==> src/rtl/pc_sequencer_if.sv <==
// Control and status bundle between the execute/fetch stages and the PC sequencer.
interface pc_sequencer_if #(
    parameter int unsigned XLEN      = 32,
    parameter int unsigned IMEM_AW   = 8,
    parameter int unsigned RAS_DEPTH = 4
);
    localparam int unsigned CNT_W = $clog2(RAS_DEPTH) + 1;

    logic               stall;
    logic               redirect;
    logic               call;
    logic               ret;
    logic [XLEN-1:0]    target;
    logic               flag_clr;
    logic [XLEN-1:0]    pc;
    logic [XLEN-1:0]    next_pc;
    logic [IMEM_AW-1:0] fetch_addr;
    logic [CNT_W-1:0]   ras_count;
    logic               ras_ovf;
    logic               ras_unf;
    logic               misalign;

    modport master (
        output stall, redirect, call, ret, target, flag_clr,
        input  pc, next_pc, fetch_addr, ras_count, ras_ovf, ras_unf, misalign
    );

    modport slave (
        input  stall, redirect, call, ret, target, flag_clr,
        output pc, next_pc, fetch_addr, ras_count, ras_ovf, ras_unf, misalign
    );
endinterface

==> src/rtl/pc_sequencer.sv <==
// Program counter with stall, redirect and call/return through a circular
// return-address stack; sticky flags report RAS overflow/underflow and misaligned targets.
module pc_sequencer #(
    parameter int unsigned     XLEN      = 32,
    parameter logic [XLEN-1:0] RESET_PC  = '0,
    parameter int unsigned     RAS_DEPTH = 4,
    parameter int unsigned     IMEM_AW   = 8
) (
    input logic           clk,
    input logic           rstd,
    pc_sequencer_if.slave sq
);
    localparam int unsigned PTR_W = $clog2(RAS_DEPTH);
    localparam int unsigned CNT_W = PTR_W + 1;
    localparam logic [XLEN-1:0]  WORD    = XLEN'(4);
    localparam logic [CNT_W-1:0] CNT_MAX = CNT_W'(RAS_DEPTH);

    logic [XLEN-1:0]  pc_q;
    logic [XLEN-1:0]  ras_q [RAS_DEPTH];
    logic [PTR_W-1:0] ptr_q;
    logic [CNT_W-1:0] count_q;
    logic             ovf_q, unf_q, mis_q;

    logic [XLEN-1:0]  pc_plus4;
    logic [XLEN-1:0]  aligned_tgt;
    logic [XLEN-1:0]  ras_top;
    logic [XLEN-1:0]  npc;
    logic             tgt_mis;
    logic             push, pop;
    logic             ovf_set, unf_set, mis_set;

    assign pc_plus4    = pc_q + WORD;
    assign aligned_tgt = {sq.target[XLEN-1:2], 2'b00};
    assign tgt_mis     = |sq.target[1:0];
    assign ras_top     = ras_q[ptr_q - PTR_W'(1)];

    // Next-PC select, fixed priority stall > ret > call > redirect > sequential
    always_comb begin
        npc     = pc_plus4;
        push    = 1'b0;
        pop     = 1'b0;
        ovf_set = 1'b0;
        unf_set = 1'b0;
        mis_set = 1'b0;
        if (sq.stall) begin
            npc = pc_q;
        end else if (sq.ret) begin
            if (count_q != '0) begin
                npc = ras_top;
                pop = 1'b1;
            end else begin
                npc     = aligned_tgt;
                unf_set = 1'b1;
                mis_set = tgt_mis;
            end
        end else if (sq.call) begin
            npc     = aligned_tgt;
            push    = 1'b1;
            ovf_set = (count_q == CNT_MAX);
            mis_set = tgt_mis;
        end else if (sq.redirect) begin
            npc     = aligned_tgt;
            mis_set = tgt_mis;
        end
    end

    // PC and return-address stack; a full push overwrites the oldest entry
    always_ff @(posedge clk or negedge rstd) begin
        if (!rstd) begin
            pc_q    <= RESET_PC;
            ptr_q   <= '0;
            count_q <= '0;
            for (int unsigned i = 0; i < RAS_DEPTH; i++) begin
                ras_q[i] <= '0;
            end
        end else begin
            pc_q <= npc;
            if (push) begin
                ras_q[ptr_q] <= pc_plus4;
                ptr_q        <= ptr_q + PTR_W'(1);
                if (count_q != CNT_MAX) begin
                    count_q <= count_q + CNT_W'(1);
                end
            end else if (pop) begin
                ptr_q   <= ptr_q - PTR_W'(1);
                count_q <= count_q - CNT_W'(1);
            end
        end
    end

    // Sticky flags: a set in the same cycle beats flag_clr
    always_ff @(posedge clk or negedge rstd) begin
        if (!rstd) begin
            ovf_q <= 1'b0;
            unf_q <= 1'b0;
            mis_q <= 1'b0;
        end else begin
            ovf_q <= ovf_set | (ovf_q & ~sq.flag_clr);
            unf_q <= unf_set | (unf_q & ~sq.flag_clr);
            mis_q <= mis_set | (mis_q & ~sq.flag_clr);
        end
    end

    assign sq.pc         = pc_q;
    assign sq.next_pc    = npc;
    assign sq.fetch_addr = pc_q[IMEM_AW-1:0];
    assign sq.ras_count  = count_q;
    assign sq.ras_ovf    = ovf_q;
    assign sq.ras_unf    = unf_q;
    assign sq.misalign   = mis_q;
endmodule

==> src/flat_wrapper.sv <==
// flat-port wrapper written by rule: the top's interface ports become plain ports
module pc_sequencer_flat 
#(
    parameter int unsigned     XLEN      = 32,
    parameter logic [XLEN-1:0] RESET_PC  = '0,
    parameter int unsigned     RAS_DEPTH = 4,
    parameter int unsigned     IMEM_AW   = 8
)
  (clk, rstd, sq_stall, sq_redirect, sq_call, sq_ret, sq_target, sq_flag_clr, sq_pc, sq_next_pc, sq_fetch_addr, sq_ras_count, sq_ras_ovf, sq_ras_unf, sq_misalign);
  pc_sequencer_if #(.XLEN(XLEN), .IMEM_AW(IMEM_AW), .RAS_DEPTH(RAS_DEPTH)) sq_i ();
  input logic clk;
  input logic rstd;
  input wire logic [$bits(sq_i.stall)-1:0] sq_stall;
  input wire logic [$bits(sq_i.redirect)-1:0] sq_redirect;
  input wire logic [$bits(sq_i.call)-1:0] sq_call;
  input wire logic [$bits(sq_i.ret)-1:0] sq_ret;
  input wire logic [$bits(sq_i.target)-1:0] sq_target;
  input wire logic [$bits(sq_i.flag_clr)-1:0] sq_flag_clr;
  output wire logic [$bits(sq_i.pc)-1:0] sq_pc;
  output wire logic [$bits(sq_i.next_pc)-1:0] sq_next_pc;
  output wire logic [$bits(sq_i.fetch_addr)-1:0] sq_fetch_addr;
  output wire logic [$bits(sq_i.ras_count)-1:0] sq_ras_count;
  output wire logic [$bits(sq_i.ras_ovf)-1:0] sq_ras_ovf;
  output wire logic [$bits(sq_i.ras_unf)-1:0] sq_ras_unf;
  output wire logic [$bits(sq_i.misalign)-1:0] sq_misalign;
  assign sq_i.stall = sq_stall;
  assign sq_i.redirect = sq_redirect;
  assign sq_i.call = sq_call;
  assign sq_i.ret = sq_ret;
  assign sq_i.target = sq_target;
  assign sq_i.flag_clr = sq_flag_clr;
  assign sq_pc = sq_i.pc;
  assign sq_next_pc = sq_i.next_pc;
  assign sq_fetch_addr = sq_i.fetch_addr;
  assign sq_ras_count = sq_i.ras_count;
  assign sq_ras_ovf = sq_i.ras_ovf;
  assign sq_ras_unf = sq_i.ras_unf;
  assign sq_misalign = sq_i.misalign;
  pc_sequencer #(.XLEN(XLEN), .RESET_PC(RESET_PC), .RAS_DEPTH(RAS_DEPTH), .IMEM_AW(IMEM_AW)) u_core (.clk(clk), .rstd(rstd), .sq(sq_i));
endmodule
==> config.mk <==
export PLATFORM = sky130hd
export DESIGN_NAME = pc_sequencer_flat
export DESIGN_NICKNAME = d
export VERILOG_FILES = /design/src/rtl/pc_sequencer_if.sv /design/src/rtl/pc_sequencer.sv /design/src/flat_wrapper.sv
export SDC_FILE = /design/constraint.sdc
export NUM_CORES = 1
export LEC_CHECK = 0
export ABC_AREA = 1
export BUFFER_PORTS_ARGS = -buffer_cell sky130_fd_sc_hd__buf_4
export CAP_MARGIN = 20
export CORE_MARGIN = 4
export CORE_UTILIZATION = 29
export CTS_CLUSTER_DIAMETER = 40
export DETAILED_ROUTE_END_ITERATION = 8
export SLEW_MARGIN = 25
export SYNTH_ARGS = -nofsm -noshare
export SYNTH_HDL_FRONTEND = slang
export SYNTH_SLANG_ARGS = --single-unit
==> constraint.sdc <==
create_clock -name clk -period 5.75 [get_ports clk]
set_input_delay 0.8625 -clock clk [delete_from_list [all_inputs] [get_ports clk]]
set_output_delay 0.8625 -clock clk [all_outputs]
set_load 0.01 [all_outputs]
==> results of run 1 <==
-- critical path, stage by stage, from the launching register on --
cell and delay [ns]:
dfrtp_2 0.41, inv_2 0.04, buf_4 0.49, ha_1 0.69, clkinv_1 0.14, buf_4 0.28, a21oi_1 0.20, o21ai_0 0.14
a21oi_1 0.16, nor2_1 0.07, a21oi_1 0.21, buf_4 0.16
-- power by group through the flow --
stage | clock [mW] | combinational (mW) | sequential [mW]
final | 1.18 | 2.75 | 2.16
after global routing | 1.26 | 3.12 | 2.24
after CTS | 1.20 | 2.76 | 2.17
after detailed placement | 0 | 2.74 | 2.19
after global placement | 0 | 2.72 | 2.17
after floorplan | 0 | 1.80 | 2.08
-- placed cells by master, fill, tap and decap left out, drive strengths merged, types with 5 or more instances in the layout --
cell type  instances
ha                 5
dfrtp            168
o211ai            11
a21oi             77
xor2              11
nand3             47
nor2             107
inv              149
nor3              12
o21ai            167
o22ai              5
buf              125
clkinv            11
clkbuf            17
nand2            415
-- flip-flops by register name (all words and copies together), names as in the netlist --
register / count
u_core.ras_q: 128
u_core.sq.pc: 32
u_core.sq.ras_count: 3
u_core.ptr_q: 2
u_core.sq.misalign: 1
u_core.sq.ras_ovf: 1
u_core.sq.ras_unf: 1
-- cell type report --
type / count / area share [%]
Sequential cell: 168 / 38.65
Clock inverter: 15 / 1.679
Multi-Input combinational cell: 872 / 37.49
Clock buffer: 17 / 3.910
Inverter: 146 / 5.049
Tap cell: 396 / 4.554
Timing Repair Buffer: 125 / 8.660
-- final timing paths --
| kind | slack [ns] | cells after the start | end | startpoint |
|---|---|---|---|---|
| max reg2reg | 2.77 | 10 | u_core.sq.pc[30] | u_core.ptr_q[0] |
| min reg2reg | 0.48 | 2 | u_core.ras_q[30] | u_core.ras_q[30] |
| max in group asynchronous | 4.11 | 2 | u_core.sq.pc[26] | rstd |
| min | 0.43 | 1 | u_core.ras_q[45] | rstd |
| max | 1.40 | 11 | sq_next_pc[30] | u_core.ptr_q[0] |
| min in group clk | 0.48 | 2 | u_core.ras_q[30] | u_core.ras_q[30] |
-- kinds of logic after synthesis --
family | after synthesis
compound gates | 264
xor+xnor | 14
fa+ha+maj | 6
buf+inv | 213
flops | 168
mux | 1
simple gates | 587
-- stage by stage --
stage                     cell area [um^2]  cells  hold slack (ns)  power (mW)  setup slack (ns)
after floorplan                       9176   1253           0.4409       3.883             2.795
after global placement               10270   1707           0.4556       4.887             1.899
after detailed placement             10270   1707           0.4606       4.927             1.826
after CTS                            10880   1739           0.4806       6.122             1.407
after global routing                 10880   1739           0.4937       6.615             1.110
final                                10880   1739           0.4302       6.089             1.399
-- per-layer routing --
layer / part of all wire (%) / track usage (%) / vias up
li1: - / - / 4092
met1: 43 / 21.99 / 3879
met2: 48 / 27.83 / 247
met3: 4.8 / 2.580 / 67
met4: 3.5 / 6.500 / 0
met5: 0 / 0 / -
==> key figures, run 1 <==
Run status
  • Outcome: finished, final reports clean

Global routing
  • First-pass GRT wire length: 45400 um
  • GRT Residual Overflow: 0
  • Initial antenna violation count: 0
  • Vias in the first global route: slightly above 8000
  • Total track usage: roughly 17%
  • Largest net degree at the start of global routing: just under 80

Layout
  • Fin util: between 30% and 40%
  • Multi-input gate area: just over 0.004 mm^2
  • Ant. Diodes: 0
  • Layout cells sized above 1: 15.49%
  • Area growth, synth to finish: 18.56%
  • Flip-flop and latch area: around 0.0042 mm^2
  • Layout Nets: 1375
  • Fill cell total of the finished layout: ~3200

Worst setup path
  • Critical path capture point type: primary output
  • Worst EP required: between 4 and 5 ns
  • CP Data Arrival Time: between 3 and 4 ns
  • Crit path kind: reg2out
  • Startpoint Class: flop
  • Crit-path max FO: 56

Synth
  • FF+latch count, synth: roughly 170
  • Post-Synth Adder-Cell Area: 0.8999%
  • Synth Flop Type: dfrtp_1
  • Largest family of logic cells by synthesized area: simple AND/OR/NAND/NOR gates
  • Synthesized area per cell: ~7.3 um^2
  • Mux contribution to synthesized area: less than 1%
  • Post-synth top area cell: dfrtp_1
  • Total number of yosys warnings: 0
  • Cells after synthesis: around 1300
  • Commonest cells post-synth: 402 x nand2_1, 168 x dfrtp_1, 160 x o21ai_0, 136 x inv_1, 91 x nor2_1
  • EDFF count, synth: 0
  • Synth Area in Simple Gates: between 20% and 30%
  • Ranking of synthesized cells by area: dfrtp_1 46%, nand2_1 16%, o21ai_0 8.7%
  • Synthesized cell area: a little over 0.009 mm^2
  • Netlist cell types: 36
  • Synth top area share: a little under half
  • Synth Area in Compound Gates: 14.89%
  • Async set-reset flop share out of synthesis: 100.0%
  • Xor/xnor share of the synthesized area: approximately 1.9%
  • Most frequent cell after synthesis: nand2_1
  • Seq/Total Area, Yosys: 45.81%
  • Syn Nets: 1298

Clock tree
  • Worst-skew pair later-pin latency: 0.45 ns
  • PostCTS Resize Cnt: 0
  • Hold_buf cts: 0
  • Clock tree buffer depth: 2
  • CTS buffer count: 17
  • CTS sink count: ~170
  • Htree depth: 4
  • CTS tree: built
  • Post-CTS setup buffer count: 0
  • CTS clk-pin slew, worst paths: 0.08 ns
  • Root buf cell: clkbuf_16

Routing
  • Average wire per cell in the routed design: around 16 um
  • Final ANT Viol Nets: 0
  • Drt pass-1 iters: 5
  • Via density per instance: between 4 and 5
  • Final wirelength: 28120 um
  • Initial DRC count: ~630
  • Detailed-route via count: between 8000 and 9000
  • DRC: 0

Floorplanning
  • # IOs: approximately 120
  • FP Rows: between 60 and 70
  • Die area: approximately 0.035 mm^2
  • Die Height: about 190 um
  • Core ar.: 0.03091 mm^2
  • Initial Utilization: between 20 and 30%
  • Chip width: 185.9 um

STA
  • Final setup vio count: 0
  • Clock Skews: 0.02249 ns
  • Worst relative slew slack: between 30 and 40%
  • FMAX: between 200 and 250 MHz
  • Least-Margin Pin Slew: about 1.0 ns
  • Fin. Hold Viols: 0
  • Final Critical Period: 4.351 ns
  • Period Utilization, post-route: about 76%
  • Max-slew violations: 0
  • Final TNS setup: 0 ns
  • RSZ-0062 raised after global routing: false

Power
  • Sw frac: 45.08%
  • NetSw: 2.745 mW
  • Leakage Power: between 5 and 6 nW
  • Internal power: around 3.3 mW
  • Worst vdd ir: between 0.2 and 0.25 mV
  • Clk pwr share: 19.3%
  • Seq pwr share: approximately 36%
  • Combinational power share: about 45%
  • PD cells: between 500 and 600 mW/mm^2

Job
  • MaxCap Viol Count: 0

Worst hold path
  • Worst hold path type: in2async

Placed design
  • IO Port Bufs: ~120
  • Gpl congestion: 0.8495
  • DP HPWL: roughly 19000 um
(Power assumes the default switching activity.)
==> inputs of run 2 (changes only) <==
--- a/config.mk
+++ b/config.mk
@@ -5,7 +5,7 @@
 export SDC_FILE = /design/constraint.sdc
 export NUM_CORES = 1
 export LEC_CHECK = 0
-export ABC_AREA = 1
+export ABC_AREA = 0
 export BUFFER_PORTS_ARGS = -buffer_cell sky130_fd_sc_hd__buf_4
 export CAP_MARGIN = 20
 export CORE_MARGIN = 4
==> constraint.sdc (replaced) <==
create_clock -name clk -period 4.35 [get_ports clk]
set_input_delay 0.6525 -clock clk [delete_from_list [all_inputs] [get_ports clk]]
set_output_delay 0.6525 -clock clk [all_outputs]
set_load 0.01 [all_outputs]
==> run 2 against run 1 <==
Effect of this change: area after synthesis decreased by 10%; hold slack worse by 0.11 ns; cell area down 7.1%; utilization is 0.98 points higher; count of clock-buffer cells in the layout up 1; total power grew 15%; via count is 23% lower; highest routed layer is now met5.
==> key figures, run 2 <==
Floorplanning
  • # IOs: 117 (unchanged)
  • Chip width: 176.8 um (-4.9%)
  • FP Rows: 61 (-4.7%)
  • Die area: 0.03125 mm^2 (-9.6%)
  • Die Height: 176.8 um (-4.9%)
  • Core ar.: 0.02793 mm^2 (-9.6%)
  • Initial Utilization: 29.58% (-0.11 points)

STA
  • Final TNS setup: 0 ns (unchanged)
  • WHS: 0.3187 ns (-0.1115 ns)
  • Clock Skews: 0.01897 ns (-0.003522 ns)
  • Final setup vio count: 0 (unchanged)
  • Least-Margin Pin Slew: 0.8864 ns (-0.1235 ns)
  • Period Utilization, post-route: 87.08%
  • Fin. Hold Viols: 0 (unchanged)
  • RSZ-0062 raised after global routing: false
  • Final WS setup: 0.5622 ns (-0.8367 ns)
  • Final Critical Period: 3.788 ns
  • Worst relative slew slack: 40.90% (+8.7 points)
  • FMAX: between 200 and 300 MHz
  • Max-slew violations: 0 (unchanged)

Power
  • PD cells: 695.2 mW/mm^2 (+24%)
  • Sw frac: 36.84% (-8.2 points)
  • Internal power: 4.438 mW (+33%)
  • Total Power: 7.026 mW (+15%)
  • NetSw: 2.588 mW (-5.7%)
  • Clk pwr share: 23.2% (+3.9 points)
  • Seq pwr share: 38.4% (+2.9 points)
  • Combinational power share: 38.4% (-6.7 points)
  • Leakage Power: 4.515 nW (-15%)
  • Worst vdd ir: 0.2763 mV (+13%)

Layout
  • Finished Layout Cells: 1301 (-25%)
  • Largest register by flop count: u_core.ras_q
  • Flip-flop count of the largest register after layout: 128 (unchanged)
  • Layout Nets: 955 (-31%)
  • Most common cell after layout, fill and taps aside: nand2_1
  • Ant. Diodes: 0 (unchanged)
  • Fill cell total of the finished layout: 2856 (-12%)
  • Area growth, synth to finish: 22.32%
  • Final instance area: 0.01011 mm^2 (-7.1%)
  • Most frequent cells in the layout: 183 x nand2_1, 167 x dfrtp_1, 145 x o21ai_0, 128 x buf_4, 32 x mux4_2
  • Fin util: 36.18% (+0.98 points)
  • Layout cells sized above 1: 24.16% (+8.7 points)

Synth
  • Async set-reset flop share out of synthesis: 100.0% (unchanged)
  • EDFF count, synth: 0 (unchanged)
  • Synth Flop Type: dfrtp_1
  • Commonest cells post-synth: 183 x nand2_1, 168 x dfrtp_1, 145 x o21ai_0, 51 x clkbuf_1, 32 x mux4_2
  • Ranking of synthesized cells by area: dfrtp_1 51%, o21ai_0 8.8%, mux4_2 8.7%
  • Netlist cell types: 54 (+50%)
  • FF+latch count, synth: 168 (unchanged)
  • Post-synth top area cell: dfrtp_1
  • Most frequent cell after synthesis: nand2_1
  • Cells after synthesis: 828 (-34%)
  • Seq/Total Area, Yosys: 50.89% (+5.1 points)
  • Synth top area share: 50.89% (+5.1 points)
  • Syn Nets: 873 (-33%)
  • Total number of yosys warnings: 0 (unchanged)
  • Synthesized area per cell: 9.978 um^2 (+36%)
  • Synthesized cell area: 0.008262 mm^2 (-10%)

Clock tree
  • CTS tree: built
  • CTS sink count: 168 (unchanged)
  • Clock tree buffer depth: 2 (unchanged)
  • PostCTS Resize Cnt: 0 (unchanged)
  • CTS buffer count: 17 (unchanged)
  • Post-CTS setup buffer count: 0 (unchanged)
  • Htree depth: 4 (unchanged)
  • Worst-skew pair later-pin latency: 0.44 ns (about the same)
  • CTS clk-pin slew, worst paths: 0.07 ns (about the same)
  • Hold_buf cts: 0 (unchanged)
  • Root buf cell: clkbuf_16

Worst setup path
  • Slowest CP cell: nor4_1
  • Worst EP required: 3.70 ns (-1.19 ns)
  • Crit-path max FO: 8 (-86%)
  • Crit path kind: reg2out
  • CP Data Arrival Time: 3.14 ns (-0.35 ns)
  • CP most frequent cell: nand4_1
  • Critical Path, Cell by Cell: nand4_1, nor4_1, nand4_1, o311a_1, o22ai_1, buf_4
  • Max incr delay on CP: 0.63 ns (-0.06 ns)
  • Critical path capture point type: primary output
  • Startpoint Class: flop

Placed design
  • Pre-CTS setup slack: 0.9502 ns (-0.8758 ns)
  • IO Port Bufs: 116 (unchanged)
  • DP HPWL: 15290 um (-20%)
  • Gpl congestion: 0.7754 (-8.7%)
  • Post-Place Cells: 1269 (-26%)
  • Placed Area: 0.009469 mm^2 (-7.8%)

Routing
  • Drt pass-1 iters: 4 (-1)
  • Final ANT Viol Nets: 0 (unchanged)
  • Average wire per cell in the routed design: 17.66 um (+9.2%)
  • Via density per instance: 4.914 (+3.1%)
  • DRC: 0 (unchanged)
  • Final wirelength: 22970 um (-18%)
  • Initial DRC count: 343 (-45%)
  • Detailed-route via count: 6393 (-23%)

Worst hold path
  • Worst hold path type: in2async

Global routing
  • Grt met3 use: 3.397% (+0.82 points)
  • Largest net degree at the start of global routing: 108 (+38%)
  • First-pass GRT wire length: 36830 um (-19%)
  • GRT Residual Overflow: 0 (unchanged)
  • Initial antenna violation count: 1 (+1)
  • M2 GR Usage: 25.77% (-2.1 points)
  • Met1 Use GR: 18.58% (-3.4 points)
  • Global route hottest layer: met2
  • Vias in the first global route: 6607 (-19%)
  • Total track usage: 15.05% (-1.7 points)

Run status
  • Outcome: finished, final reports clean

Job
  • MaxCap Viol Count: 0 (unchanged)
run 2: cell types whose count changed after synthesis, moves of 15 or more:
cell	previous run	this run
a21oi_1	77	28
xnor2_1	3	20
clkbuf_1	22	51
mux4_2	0	32
nand2_1	402	183
inv_1	136	16
buf_2	29	6
o21ai_0	160	145
nand3_1	46	19
nor2_1	91	19
run 2: per-layer routing:
metal	vias up	wire (um)	share of wire, %
met1	3176	9797	43
met3	35	902	3.9
met2	119	11650	51
met5	-	13	0.057
li1	3061	-	-
met4	2	610	2.7
run 2: power groups by stage:
stage	clock network, mW	logic (mW)	registers (mW)
after floorplan	0	1.76	2.59
after global placement	0	2.70	2.68
after detailed placement	0	2.73	2.71
after CTS	1.66	2.74	2.69
after global routing	1.73	3.01	2.78
final	1.63	2.70	2.69
run 2: logic make-up after synthesis:
| group | synth area share, % |
|---|---|
| AOI/OAI and AO/OA | 15.02 |
| xor gates and xnor gates | 3.498 |
| adders and majority gates | 0.9996 |
| buffers and inverters | 4.362 |
| DFF | 50.89 |
| muxes | 10.33 |
| and+or+nand+nor | 14.90 |
run 2: path summary, 6_finish.rpt:
check / end / startpoint / cells after the start / slack [ns]
worst max-delay path: sq_next_pc[31] / u_core.sq.pc[21] / 6 / 0.56
worst min-delay path: u_core.ras_q[71] / rstd / 1 / 0.32
worst min register to register: u_core.ras_q[107] / u_core.ras_q[107] / 2 / 0.48
worst max register to register: u_core.sq.pc[31] / u_core.sq.pc[21] / 5 / 1.70
min in group clk: u_core.sq.ras_ovf / sq_flag_clr / 2 / 0.41
max in group asynchronous: u_core.ras_q[47] / rstd / 2 / 3.15
run 2: layout make-up:
class                   count  area (um^2)  share of cell area [%]
clock buffers              18        439.2                   4.346
clock inverters            14        195.2                   1.931
inverters                  16        60.06                  0.5943
multi-input cells         576         3724                   36.85
flip-flops and latches    168         4205                   41.61
well taps                 378        473.0                   4.680
repair buffers            131         1010                   9.991
run 2: critical path: cells and delay by family (launching register included):
kind            cells  cell delay (ns)
compound gates      2             0.73
buf+inv             1             0.20
flops               1             0.49
simple gates        3             1.28
